===== src/rtl/decomp_pkg.sv =====
// Shared types and constants for the code decompressor front end.
// Codewords are 16-bit halfwords; bit 15 separates tokens from escapes.
package decomp_pkg;

  localparam int HALF         = 16;
  localparam int CW_TOKEN_BIT = 15;

  typedef enum logic [2:0] {
    IDLE,
    FETCH,
    MWAIT,
    PARSE,
    ESC_LO,
    ESC_HI,
    LOOKUP,
    OUT
  } state_t;

endpackage


===== src/rtl/decomp_outreg.sv =====
// Output holding register towards the decoder.
// Holds instruction and pc stable while the decoder stalls.
module decomp_outreg
  import decomp_pkg::*;
#(
  parameter int WIDTH = 32,
  parameter int SIZE  = 23
) (
  input  logic             clk,
  input  logic             reset,
  input  logic             flush,
  input  logic             load,
  input  logic [WIDTH-1:0] data,
  input  logic [SIZE-1:0]  pc,
  input  logic             ready,
  output logic [WIDTH-1:0] instr_o,
  output logic [SIZE-1:0]  instr_pc,
  output logic             instr_valid
);

  always_ff @(posedge clk or posedge reset) begin
    if (reset) begin
      instr_o     <= '0;
      instr_pc    <= '0;
      instr_valid <= 1'b0;
    end else if (flush) begin
      instr_valid <= 1'b0;
    end else if (load) begin
      instr_o     <= data;
      instr_pc    <= pc;
      instr_valid <= 1'b1;
    end else if (instr_valid && ready) begin
      instr_valid <= 1'b0;
    end
  end

endmodule


===== src/rtl/decomp_ctrl_unit.sv =====
// Decompressor control: fetches packed code words, expands tokens
// through the token table and assembles escaped 32-bit instructions.
module decomp_ctrl_unit
  import decomp_pkg::*;
#(
  parameter int WIDTH      = 32,
  parameter int SIZE       = 23,
  parameter int TOKEN_BITS = 8
) (
  input  logic                  clk,
  input  logic                  reset,
  input  logic                  redirect,
  input  logic [SIZE-1:0]       redirect_addr,
  output logic                  mem_req,
  output logic [SIZE-2:0]       mem_addr,
  input  logic [WIDTH-1:0]      mem_rdata,
  output logic                  tt_rd,
  output logic [TOKEN_BITS-1:0] tt_idx,
  input  logic [WIDTH-1:0]      tt_data,
  output logic [WIDTH-1:0]      instr_o,
  output logic [SIZE-1:0]       instr_pc,
  output logic                  instr_valid,
  input  logic                  instr_ready
);

  state_t            state;
  state_t            resume;
  logic [SIZE-1:0]   hw_ptr;
  logic [SIZE-1:0]   ptr_inc;
  logic [SIZE-1:0]   start_pc;
  logic [WIDTH-1:0]  wbuf;
  logic [HALF-1:0]   lo_half;
  logic [HALF-1:0]   hw;
  logic              have;
  logic              is_token;
  logic              load;
  logic [WIDTH-1:0]  load_data;

  assign hw       = hw_ptr[0] ? wbuf[WIDTH-1:HALF] : wbuf[HALF-1:0];
  assign is_token = hw[CW_TOKEN_BIT];
  assign ptr_inc  = hw_ptr + SIZE'(1);

  assign mem_req  = (state == FETCH);
  assign mem_addr = hw_ptr[SIZE-1:1];
  assign tt_rd    = (state == PARSE) && is_token;
  assign tt_idx   = hw[TOKEN_BITS-1:0];

  assign load      = (state == ESC_HI) || (state == LOOKUP);
  assign load_data = (state == LOOKUP) ? tt_data : {hw, lo_half};

  // have: wbuf still holds the word that hw_ptr points into
  always_ff @(posedge clk or posedge reset) begin
    if (reset) begin
      state    <= IDLE;
      resume   <= PARSE;
      hw_ptr   <= '0;
      start_pc <= '0;
      wbuf     <= '0;
      lo_half  <= '0;
      have     <= 1'b0;
    end else if (redirect) begin
      state  <= FETCH;
      resume <= PARSE;
      hw_ptr <= redirect_addr;
      have   <= 1'b0;
    end else begin
      unique case (state)
        IDLE: state <= FETCH;
        FETCH: state <= MWAIT;
        MWAIT: begin
          wbuf  <= mem_rdata;
          have  <= 1'b1;
          state <= resume;
        end
        PARSE: begin
          start_pc <= hw_ptr;
          hw_ptr   <= ptr_inc;
          have     <= ptr_inc[0];
          if (is_token) begin
            state <= LOOKUP;
          end else if (ptr_inc[0]) begin
            state <= ESC_LO;
          end else begin
            state  <= FETCH;
            resume <= ESC_LO;
          end
        end
        ESC_LO: begin
          lo_half <= hw;
          hw_ptr  <= ptr_inc;
          have    <= ptr_inc[0];
          if (ptr_inc[0]) begin
            state <= ESC_HI;
          end else begin
            state  <= FETCH;
            resume <= ESC_HI;
          end
        end
        ESC_HI: begin
          hw_ptr <= ptr_inc;
          have   <= ptr_inc[0];
          state  <= OUT;
        end
        LOOKUP: state <= OUT;
        OUT: begin
          if (instr_ready) begin
            resume <= PARSE;
            state  <= have ? PARSE : FETCH;
          end
        end
        default: state <= IDLE;
      endcase
    end
  end

  decomp_outreg #(
    .WIDTH(WIDTH),
    .SIZE (SIZE)
  ) u_outreg (
    .clk        (clk),
    .reset      (reset),
    .flush      (redirect),
    .load       (load),
    .data       (load_data),
    .pc         (start_pc),
    .ready      (instr_ready),
    .instr_o    (instr_o),
    .instr_pc   (instr_pc),
    .instr_valid(instr_valid)
  );

endmodule

===== config.mk =====
export PLATFORM = sky130hd
export DESIGN_NAME = decomp_ctrl_unit
export DESIGN_NICKNAME = d
export VERILOG_FILES = /design/src/rtl/decomp_pkg.sv /design/src/rtl/decomp_outreg.sv /design/src/rtl/decomp_ctrl_unit.sv
export SDC_FILE = /design/constraint.sdc
export NUM_CORES = 1
export LEC_CHECK = 0
export ABC_AREA = 0
export BUFFER_PORTS_ARGS = -buffer_cell sky130_fd_sc_hd__buf_2
export CAP_MARGIN = 20
export CORE_MARGIN = 2
export CORE_UTILIZATION = 42
export DETAILED_ROUTE_END_ITERATION = 6
export HOLD_SLACK_MARGIN = 0.08
export PLACE_DENSITY = 0.64
export SYNTH_ARGS = -nofsm -noshare
export SYNTH_HDL_FRONTEND = slang
export SYNTH_HIERARCHICAL = 1
export SYNTH_SLANG_ARGS = --single-unit

===== constraint.sdc =====
create_clock -name clk -period 7.93 [get_ports clk]
set_input_delay 0.793 -clock clk [delete_from_list [all_inputs] [get_ports clk]]
set_output_delay 0.793 -clock clk [all_outputs]
set_load 0.02 [all_outputs]

# Word level (Yosys, flattened, before mapping)
# Cells that the tools add are included.
dict set report word_totals {
  ff_bits 157
  inputBits 91
  out_inout_bits 88
  word_cells 60
}
dict set report op_classes {
  n_addsub 1
  n_eq_ne 11
  muxes 22
  n_bitwise 1
  n_reduce_logical 15
}
# op count
set op_table {}
lappend op_table {{$mux W23} 2}
lappend op_table {{$mux W32} 1}
lappend op_table {{$mux W3} 10}
lappend op_table {{$add A23 B1 Y23 const B} 1}
lappend op_table {{$pmux W3 S7} 1}
lappend op_table {{$mux W16} 1}
lappend op_table {{$eq A3 B3 Y1 const B} 4}
lappend op_table {{$ne A3 B3 Y1 const B} 4}
lappend op_table {{$pmux W3 S3} 1}
lappend op_table {{$reduce_and A2 Y1} 4}
lappend op_table {{$eq A3 B2 Y1 const B} 2}
lappend op_table {{$reduce_bool A3 Y1} 2}
lappend op_table {{$reduce_and A5 Y1} 1}
lappend op_table {{$mux W1} 4}
lappend op_table {{$reduce_bool A4 Y1} 1}
lappend op_table {{$eq A3 B1 Y1 const B} 1}
lappend op_table {{$logic_not A3 Y1} 1}
lappend op_table {{$reduce_or A3 Y1} 1}
lappend op_table {{$logic_and A1 B1 Y1} 2}
lappend op_table {{$mux W2} 1}
lappend op_table {{$pmux W1 S2} 1}
lappend op_table {{$reduce_bool A2 Y1} 1}
lappend op_table {{$reduce_or A2 Y1} 1}
lappend op_table {{$logic_or A1 B1 Y1} 1}
lappend op_table {{$not A1 Y1} 1}

# Depth between registers and ports, before layout
# Gate-level depths: netlist (run 1).
dict set report logic_depth {
  depth_word 5
  ltp_mapped 7
  depth_no_buf 5
}

# Cells and area by module
# The synthesis (run 1) kept the hierarchy.
# mod instances cells_per_inst area_each_um2 seq_area_each_um2
set by_module_without_submodules {}
lappend by_module_without_submodules {decomp_ctrl_unit 1 492 5267.6 2529.9}
lappend by_module_without_submodules {decomp_outreg 1 122 2361.0 1401.3}

# Least setup slack after synthesis (run 1)
# OpenSTA, ideal clock, no wires.
dict set report synth_path {
  path_type {register to output}
  startpoint {register hw_ptr[0]}
  endpoint {output port tt_idx[1]}
  arrival_ns 1.393
  t_required_ns 7.137
  setup_slack_ns 5.744
  stages_incl_launch_ff 6
  n_path_buf 3
  path_cell_list {dfrtp_1 buf_2 buf_1 mux2i_1 inv_1 buf_4}
}
dict set report synth_between {
  elab_chain_len 1
}
# item line_no
set synth_lines {}
lappend synth_lines {{start, declared} decomp_ctrl_unit.sv:28} ;# logic [SIZE-1:0] hw_ptr;
lappend synth_lines {{start signal, assigned} decomp_ctrl_unit.sv:64} ;# hw_ptr <= redirect_addr;
lappend synth_lines {{start signal, assigned} decomp_ctrl_unit.sv:77} ;# hw_ptr <= ptr_inc;
lappend synth_lines {{start signal, assigned} decomp_ctrl_unit.sv:90} ;# hw_ptr <= ptr_inc;
lappend synth_lines {{$mux W16} decomp_ctrl_unit.sv:39} ;# assign hw = hw_ptr[0] ? wbuf[WIDTH-1:HALF] : wbuf[HALF-1:0];
lappend synth_lines {{end, declared} decomp_ctrl_unit.sv:18} ;# output logic [TOKEN_BITS-1:0] tt_idx,
# No other way between the ends.

# Final worst setup path (run 1)
dict set report layout_path {
  startpoint {register state[2]}
  endpoint {register u_outreg.instr_pc[13]}
}
dict set report layout_between {
  elab_chain_len 3
  word_cells_on_any_way 4
  classes_between {eq/ne (2); reduce/logical (2)}
}
# item line_no
set layout_lines {}
lappend layout_lines {{start, declared} decomp_ctrl_unit.sv:26} ;# state_t state;
lappend layout_lines {{start signal, assigned} decomp_ctrl_unit.sv:73} ;# state <= resume;
lappend layout_lines {{start signal, assigned} decomp_ctrl_unit.sv:108} ;# state <= have ? PARSE : FETCH;
lappend layout_lines {{$eq A3 B3 Y1} decomp_ctrl_unit.sv:48} ;# assign load = (state == ESC_HI) || (state == LOOKUP);
lappend layout_lines {{$logic_or A1 B1 Y1 *} decomp_ctrl_unit.sv:48}
lappend layout_lines {{named net load} decomp_ctrl_unit.sv:36} ;# logic load;
lappend layout_lines {{$reduce_and A2 Y1 (no source line) *} --}
lappend layout_lines {{end signal, assigned} decomp_outreg.sv:30} ;# instr_pc <= pc;
lappend layout_lines {{end, declared} decomp_outreg.sv:17} ;# output logic [SIZE-1:0] instr_pc,
# Mark *: on every way through the listed nets, which the timed path passes. The rest lies on a longest branch.
# A chain may end at the register's enable or synchronous reset.

==> metrics.csv, run 1 <==
metric;value;unit
die height;139;um
Mapped Area;7630;um2
status;completed;
pre-CTS setup slack;4.79;ns
GRT Total Usage;19.1;%
total die area;19300;um2
# DRC;0;
crit start category;flop;
clock sink count;157;
critical path cell sequence;a21boi_0, nor2b_4, buf_4, mux2_2;
Post-Syn Instances;614;
clk root buf;clkbuf_16;
power density over cell area;402;nW/um2
Synth Area per Inst;12.4;um2
Tmin final;2.99;ns
DR pass1 iterations;5;
initial drt markers;385;
CP max stage delay;0.76;ns
leakage power;4.34;nW
CP max FO;41;
clk slew on worst S/H paths;0.07;ns
part of the Yosys area used for sequential elements;51.5;%
# resized after CTS;0;
# rows;49;
final setup vio count;0;
setup TNS;0;ns
total wire length;18.0;mm
Worst EP required;8.24;ns
Synthesized Nets;706;
Hold-fix buffers, CTS;0;
DR vias;5192;
Main synth FF type;dfrtp_1;
Slew HR;33.5;%
core region area;17900;um2
first-pass GRT wire length;29.1;mm
Peak VDD IR;0.187;mV
post-detailed-route wirelength per cell;18.1;um
CP Capture Type;flop;
Arr. time, crit path;3.30;ns
# H-tree levels;4;
FILL cells;1609;
EDFF count, synth;0;
Final Cell Area;9060;um2
FF+latch count, synth;157;
Crit-path slowest cell;dfrtp_1;
most area-consuming cells after synthesis;dfrtp_1 (51%), mux2_2 (11%), mux2_4 (9.8%);
Horiz. Die Dim;139;um
final worst-path cycle share;37.7;%
antenna cells;0;
IO buf count;178;
post-synth top area cell;dfrtp_1;
unrepaired setup endpoints after global routing;false;
fraction of registers with async set/reset;100;%
final hold violation count;0;
yosys warns;6;
pin count of the biggest net entering global routing;56;
number of buffers and inverters on the critical path;1;
slew at the pin closest to its max-slew limit;0.997;ns
critical path's top delay family;flip-flops;
initial antenna violation count;0;
post-layout net count;844;
# Post-CTS Setup Buffers;0;
routability congestion estimate;0.816;
CTS tree;done;
register area;3930;um2
post-route setup slack;4.94;ns
final core occ;50.6;%
placed cell areas;8380;um2
cts bufs inserted;17;
Multi-input gate area;3150;um2
vias per cell;5.23;
final global-route overflow total;0;
Initial Util;42.6;%
Max-Cap Viols;0;
io pins;179;
Slew Viols, Final;0;
skew final;0.00834;ns
Crit Path Class;reg -> reg;
worst skew pair latency;0.43;ns
area delta synth->final;18.8;%
hold crit path type;in -> async;
ANT nets after route;0;
Max Freq;335;MHz
HPWL after DPL;12.7;mm
vias in the first global route;5358;
distinct cell type count after synthesis;57;
post-synth top area share;50.8;%
worst-case clock buffer depth;2;
proportion of layout cells with a drive suffix above 1;45.4;%
## final timing paths
kind / from / end / slack (ns) / cells after the start
max: state[2]$_DFFE_PP0P_ / u_outreg/instr_pc[13]$_DFFE_PP0P_ / 4.94 / 4
min: reset / lo_half[7]$_DFFE_PP0P_ / 0.45 / 2
min in group clk: wbuf[27]$_DFFE_PP0P_ / wbuf[27]$_DFFE_PP0P_ / 0.49 / 1
min reg2reg: wbuf[27]$_DFFE_PP0P_ / wbuf[27]$_DFFE_PP0P_ / 0.49 / 1
max in group asynchronous: reset / start_pc[18]$_DFFE_PP0P_ / 6.31 / 3
max reg2reg: state[2]$_DFFE_PP0P_ / u_outreg/instr_pc[13]$_DFFE_PP0P_ / 4.94 / 4
## placed cells by master (no fill, tap or decap), drive strengths merged, types with 2 or more instances in the layout
| cell type | synthesis | layout |
|---|---|---|
| a21oi | 38 | 38 |
| clkbuf | 12 | 20 |
| dfstp | 2 | 2 |
| mux2i | 17 | 17 |
| and2 | 2 | 2 |
| inv | 20 | 21 |
| a2111oi | 2 | 2 |
| nand3 | 8 | 8 |
| a31oi | 5 | 5 |
| o2111ai | 3 | 3 |
| nor2 | 49 | 49 |
| and4 | 5 | 5 |
| a221o | 3 | 3 |
| a311o | 4 | 4 |
| nand2 | 22 | 22 |
| clkinv | 0 | 2 |
| clkinvlp | 0 | 2 |
| and3 | 4 | 4 |
| o21a | 3 | 3 |
| nand2b | 5 | 5 |
| o211ai | 5 | 5 |
| or4 | 6 | 6 |
| bufinv | 0 | 6 |
| xnor2 | 5 | 5 |
| mux2 | 126 | 126 |
| o31ai | 3 | 3 |
| o21ai | 19 | 19 |
| xor2 | 7 | 7 |
| buf | 54 | 185 |
| nor3 | 3 | 3 |
| nand3b | 4 | 4 |
| dfrtp | 155 | 155 |
| nor2b | 3 | 3 |
| nand4 | 7 | 7 |
## kinds of logic after synthesis
family	Yosys count	share of synthesized area, %
flops	157	51.5
mux	143	23.3
simple gates	122	8.30
compound gates	93	8.04
buf+inv	86	7.30
xor+xnor	12	1.38
fa+ha+maj	1	0.164
## through the flow
| stage | instances | power [mW] | hold WS (ns) |
|---|---|---|---|
| floorplan | 614 | 2.40 | 0.458 |
| global placement | 961 | 2.68 | 0.471 |
| CTS | 992 | 3.66 | 0.477 |
| finish | 993 | 3.64 | 0.452 |
| detailed placement | 961 | 2.74 | 0.478 |
| global route | 993 | 3.85 | 0.495 |
## flip-flops by register name, summed over array words and instances (netlist names), 3 cells and up
signal             flops
hw_ptr                23
lo_half               16
resume                 3
start_pc              23
state                  3
u_outreg/instr_o      32
u_outreg/instr_pc     23
wbuf                  32
## worst reg2reg max path: stages (launching register included)
cell	delay [ns]
dfrtp_1	0.76
a21boi_0	0.32
nor2b_4	0.61
buf_4	0.74
mux2_2	0.44
## layout make-up
type                            count  area share, %
Tap cell                          229           3.16
Timing Repair Buffer              185           10.6
Inverter                           20          0.856
Clock inverter                     11           2.36
Multi-Input combinational cell    371           34.8
Sequential cell                   157           43.4
Clock buffer                       20           4.82
## routing by layer
layer / GRT usage (%) / part of all wire, % / up-vias
li1: - / - / 2422
met1: 26.4 / 45 / 2571
met2: 28.9 / 47 / 172
met3: 5.59 / 6.0 / 27
met4: 6.75 / 2.2 / 0
met5: 0 / 0 / -
## cell usage after synthesis, types with 5 or more instances
library cell  number
nand2_1           22
a31oi_1            5
nand4_1            7
inv_1             20
buf_12             6
nand3_1            8
clkbuf_1          12
dfrtp_1          155
buf_2             13
buf_4             30
xor2_1             7
or4_1              6
and4_1             5
o21ai_0           18
mux2i_1           17
xnor2_1            5
nand2b_1           5
mux2_4            50
nor2_1            49
a21oi_1           38
mux2_2            73
## where the power goes
group	switching [mW]	internal, mW	leakage [nW]	total (mW)
combinational	0.708	0.649	2.10	1.36
clock	0.323	0.588	0.310	0.911
sequential	0.233	1.14	1.93	1.37
total	1.26	2.38	4.34	3.64
Power figures use the tool's default switching activity.
==> run 2: changes to the inputs <==
--- a/config.mk
+++ b/config.mk
@@ -5,14 +5,14 @@
 export SDC_FILE = /design/constraint.sdc
 export NUM_CORES = 1
 export LEC_CHECK = 0
-export ABC_AREA = 0
+export ABC_AREA = 1
 export BUFFER_PORTS_ARGS = -buffer_cell sky130_fd_sc_hd__buf_2
 export CAP_MARGIN = 20
 export CORE_MARGIN = 2
 export CORE_UTILIZATION = 42
 export DETAILED_ROUTE_END_ITERATION = 6
 export HOLD_SLACK_MARGIN = 0.08
-export PLACE_DENSITY = 0.64
+export PLACE_DENSITY = 0.66
 export SYNTH_ARGS = -nofsm -noshare
 export SYNTH_HDL_FRONTEND = slang
 export SYNTH_HIERARCHICAL = 1
==> constraint.sdc (replaced) <==
create_clock -name clk -period 2.45 [get_ports clk]
set_input_delay 0.245 -clock clk [delete_from_list [all_inputs] [get_ports clk]]
set_output_delay 0.245 -clock clk [all_outputs]
set_load 0.02 [all_outputs]
==> metrics.csv, run 2 <==
metric;value;unit;change
# Post-CTS Setup Buffers;0;;unchanged
# DRC;0;;unchanged
power density over cell area;1200;nW/um2;+200%
biggest regs;u_outreg/instr_o: 32 flops, wbuf: 32 flops;;
Worst EP required;2.20;ns;-6.04 ns
setup TNS;0;ns;unchanged
largest family of logic cells by synthesized area;simple AND/OR/NAND/NOR gates;;
Main synth FF type;dfrtp_1;;
final core occ;52.8;%;+2.2 points
Horiz. Die Dim;141;um;+1.4%
initial antenna violation count;1;;+1
IO buf count;178;;unchanged
io pins;179;;unchanged
Crit Path Class;reg -> out;;
# H-tree levels;4;;unchanged
post-synth top area share;49.4;%;-1.4 points
HPWL after DPL;15.3;mm;+21%
proportion of layout cells with a drive suffix above 1;21.9;%;-24 points
initial drt markers;501;;+30%
FILL cells;1784;;+11%
Peak VDD IR;0.520;mV;+180%
slew at the pin closest to its max-slew limit;0.734;ns;-0.263 ns
total die area;19800;um2;+2.8%
Synthesized Nets;1106;;+57%
placed cell areas;8620;um2;+2.8%
Max-Cap Viols;0;;unchanged
cts bufs inserted;17;;unchanged
worst-case clock buffer depth;2;;unchanged
die height;141;um;+1.4%
commonest non-fill, non-tap cell in the layout;nand2_1;;
RR Startpoint;hw_ptr[0]$_DFFE_PP0P_;;
clock sink count;157;;unchanged
final global-route overflow total;0;;unchanged
vias in the first global route;6763;;+26%
Initial Util;43.3;%;+0.64 points
post-layout net count;1277;;+51%
top-count cell post-synth;nand2_1;;
flop2flop setup slack;0.59;ns;-4.35 ns
area delta synth->final;22.1;%;
unrepaired setup endpoints after global routing;false;;
Max Freq;429;MHz;
crit start category;flop;;
CP Capture Type;primary output;;
post-synth top area cell;dfrtp_1;;
Cell Int Power;6.45;mW;+170%
commonest cells after routing, fill and taps aside;nand2_1 (445), buf_2 (178), dfrtp_1 (155), nand3_1 (131);;
final setup vio count;0;;unchanged
placed cell count;1353;;+41%
CP max FO;21;;-49%
Worst Setup SP;hw_ptr[0]$_DFFE_PP0P_;;
hold crit path type;in -> reg;;
DR vias;7144;;+38%
CTS tree;done;;
pin count of the biggest net entering global routing;102;;+82%
sw frac;43.8;%;+9.1 points
top post-synthesis cells by count;nand2_1 (446), dfrtp_1 (155), nand3_1 (131);;
Pwr Total;11.5;mW;+220%
post-synthesis xor/xnor area fraction;0.335;%;-1.0 points
most area-consuming cells after synthesis;dfrtp_1 (49%), nand2_1 (21%), nand3_1 (8.4%);;
final worst-path cycle share;95.2;%;
post-detailed-route wirelength per cell;15.3;um;-16%
clock network fraction of total power;21.4;%;-3.6 points
yosys warns;6;;unchanged
leakage power;5.25;nW;+21%
Hold Startpoint;mem_rdata[25];;
Post-Syn Instances;1014;;+65%
core region area;18100;um2;+1.4%
distinct cell type count after synthesis;32;;-44%
fraction of registers with async set/reset;100;%;unchanged
routability congestion estimate;0.927;;+14%
Psw;5.03;mW;+300%
Mapped Area;7850;um2;+2.9%
Slew HR;50.6;%;+17 points
# rows;49;;unchanged
worst skew pair latency;0.43;ns;about the same
part of the Yosys area used for sequential elements;50.1;%;-1.4 points
compound-gate portion of the synthesized area;4.72;%;-3.3 points
FF+latch count, synth;157;;unchanged
EDFF count, synth;0;;unchanged
skew final;0.0109;ns;+0.00253 ns
Slew Viols, Final;0;;unchanged
clk root buf;clkbuf_16;;
Synth Area in Adders;0.159;%;-0.0046 points
GRT Total Usage;22.4;%;+3.3 points
Synth Area per Inst;7.74;um2;-38%
status;completed;;
register area;3930;um2;unchanged
Tmin final;2.33;ns;
first-pass GRT wire length;35.1;mm;+21%
# resized after CTS;0;;unchanged
DR pass1 iterations;7;;+2
clk slew on worst S/H paths;0.07;ns;about the same
ANT nets after route;0;;unchanged
Arr. time, crit path;2.09;ns;-1.21 ns
Seq pwr share;39.1;%;+1.4 points
Final Cell Area;9580;um2;+5.8%
part of the power in combinational logic;39.4;%;+2.1 points
final hold violation count;0;;unchanged
Multi-input gate area;3180;um2;+0.83%
Post-Synth Simple-Gate Area;34.5;%;+26 points
total wire length;21.9;mm;+21%
multiplexer share of the synthesized area;0.670;%;-23 points
Layout Cells excl Fill;1428;;+44%
vias per cell;5.00;;-4.3%
==> run 2: cell types whose count changed after synthesis, moves of 7 or more <==
cell,change
nand3_1,+123
inv_2,+9
buf_4,+13
o21ai_0,+25
a31oi_1,+9
buf_2,+8
mux2_4,-48
nor2_2,+7
inv_1,+23
mux2_2,-71
a21oi_1,-35
nand2_1,+424
mux2i_1,-17
==> run 2: path summary, 6_finish.rpt <==
path,endpoint,cells after the start
min reg2reg,u_outreg/instr_pc[7]$_DFFE_PP0P_,2
max reg2reg,state[1]$_DFFE_PP0P_,7
max in group asynchronous,u_outreg/instr_o[16]$_DFFE_PP0P_,4
min in group asynchronous,u_outreg/instr_o[6]$_DFFE_PP0P_,3
max,tt_rd,4
min,wbuf[25]$_DFFE_PP0P_,3
==> run 2: power by group through the flow <==
stage	Clock, mW	Sequential, mW	Combinational, mW
2_1_floorplan	0	4.71	3.09
3_3_place_gp	0	4.49	4.39
3_5_place_dp	0	4.51	4.47
4_1_cts	2.50	4.48	4.54
5_1_grt	2.62	4.62	5.05
6_report	2.46	4.49	4.53
==> run 2: cells by family after synthesis <==
group / count (synthesis)
AO/OA/AOI/OAI: 67
XOR/XNOR: 3
adder cells (fa/ha/maj): 1
buffers and inverters: 133
flip-flops: 157
multiplexers: 4
AND/OR/NAND/NOR: 649
==> run 2: cell type report <==
type | instances | area share [%]
clock buffer | 18 | 4.48
tap | 229 | 2.99
sequential | 157 | 41.0
multi-input combinational | 724 | 33.2
clock inverter | 14 | 1.17
antenna | 1 | 0.0261
inverter | 53 | 2.14
timing repair buffer | 232 | 15.0
==> run 2: through the flow <==
stage	hold WS, ns	setup WS, ns
6_report	0.0891	0.119
5_1_grt	0.112	0.0671
4_1_cts	0.0835	0.118
3_5_place_dp	0.349	0.586
3_3_place_gp	0.343	0.578
2_1_floorplan	0.378	0.834
==> run 2: critical path, cell delays in order (launching register included) <==
cell and delay, ns:
dfrtp_1 0.43, buf_4 0.23, o21ai_0 0.61, nor2_1 0.18, buf_2 0.21
==> run 2: what timing repair did <==
item,in CTS,in global routing
hold buffers,42,0
setup endpoints to repair,0,0
hold endpoints to repair,162,0
==> run 2: per-layer routing <==
metal | routed length [um] | GRT usage (%)
met1 | 10600 | 33.0
met2 | 9890 | 33.7
met3 | 1080 | 4.04
met4 | 326 | 7.11
met5 | 0 | 0
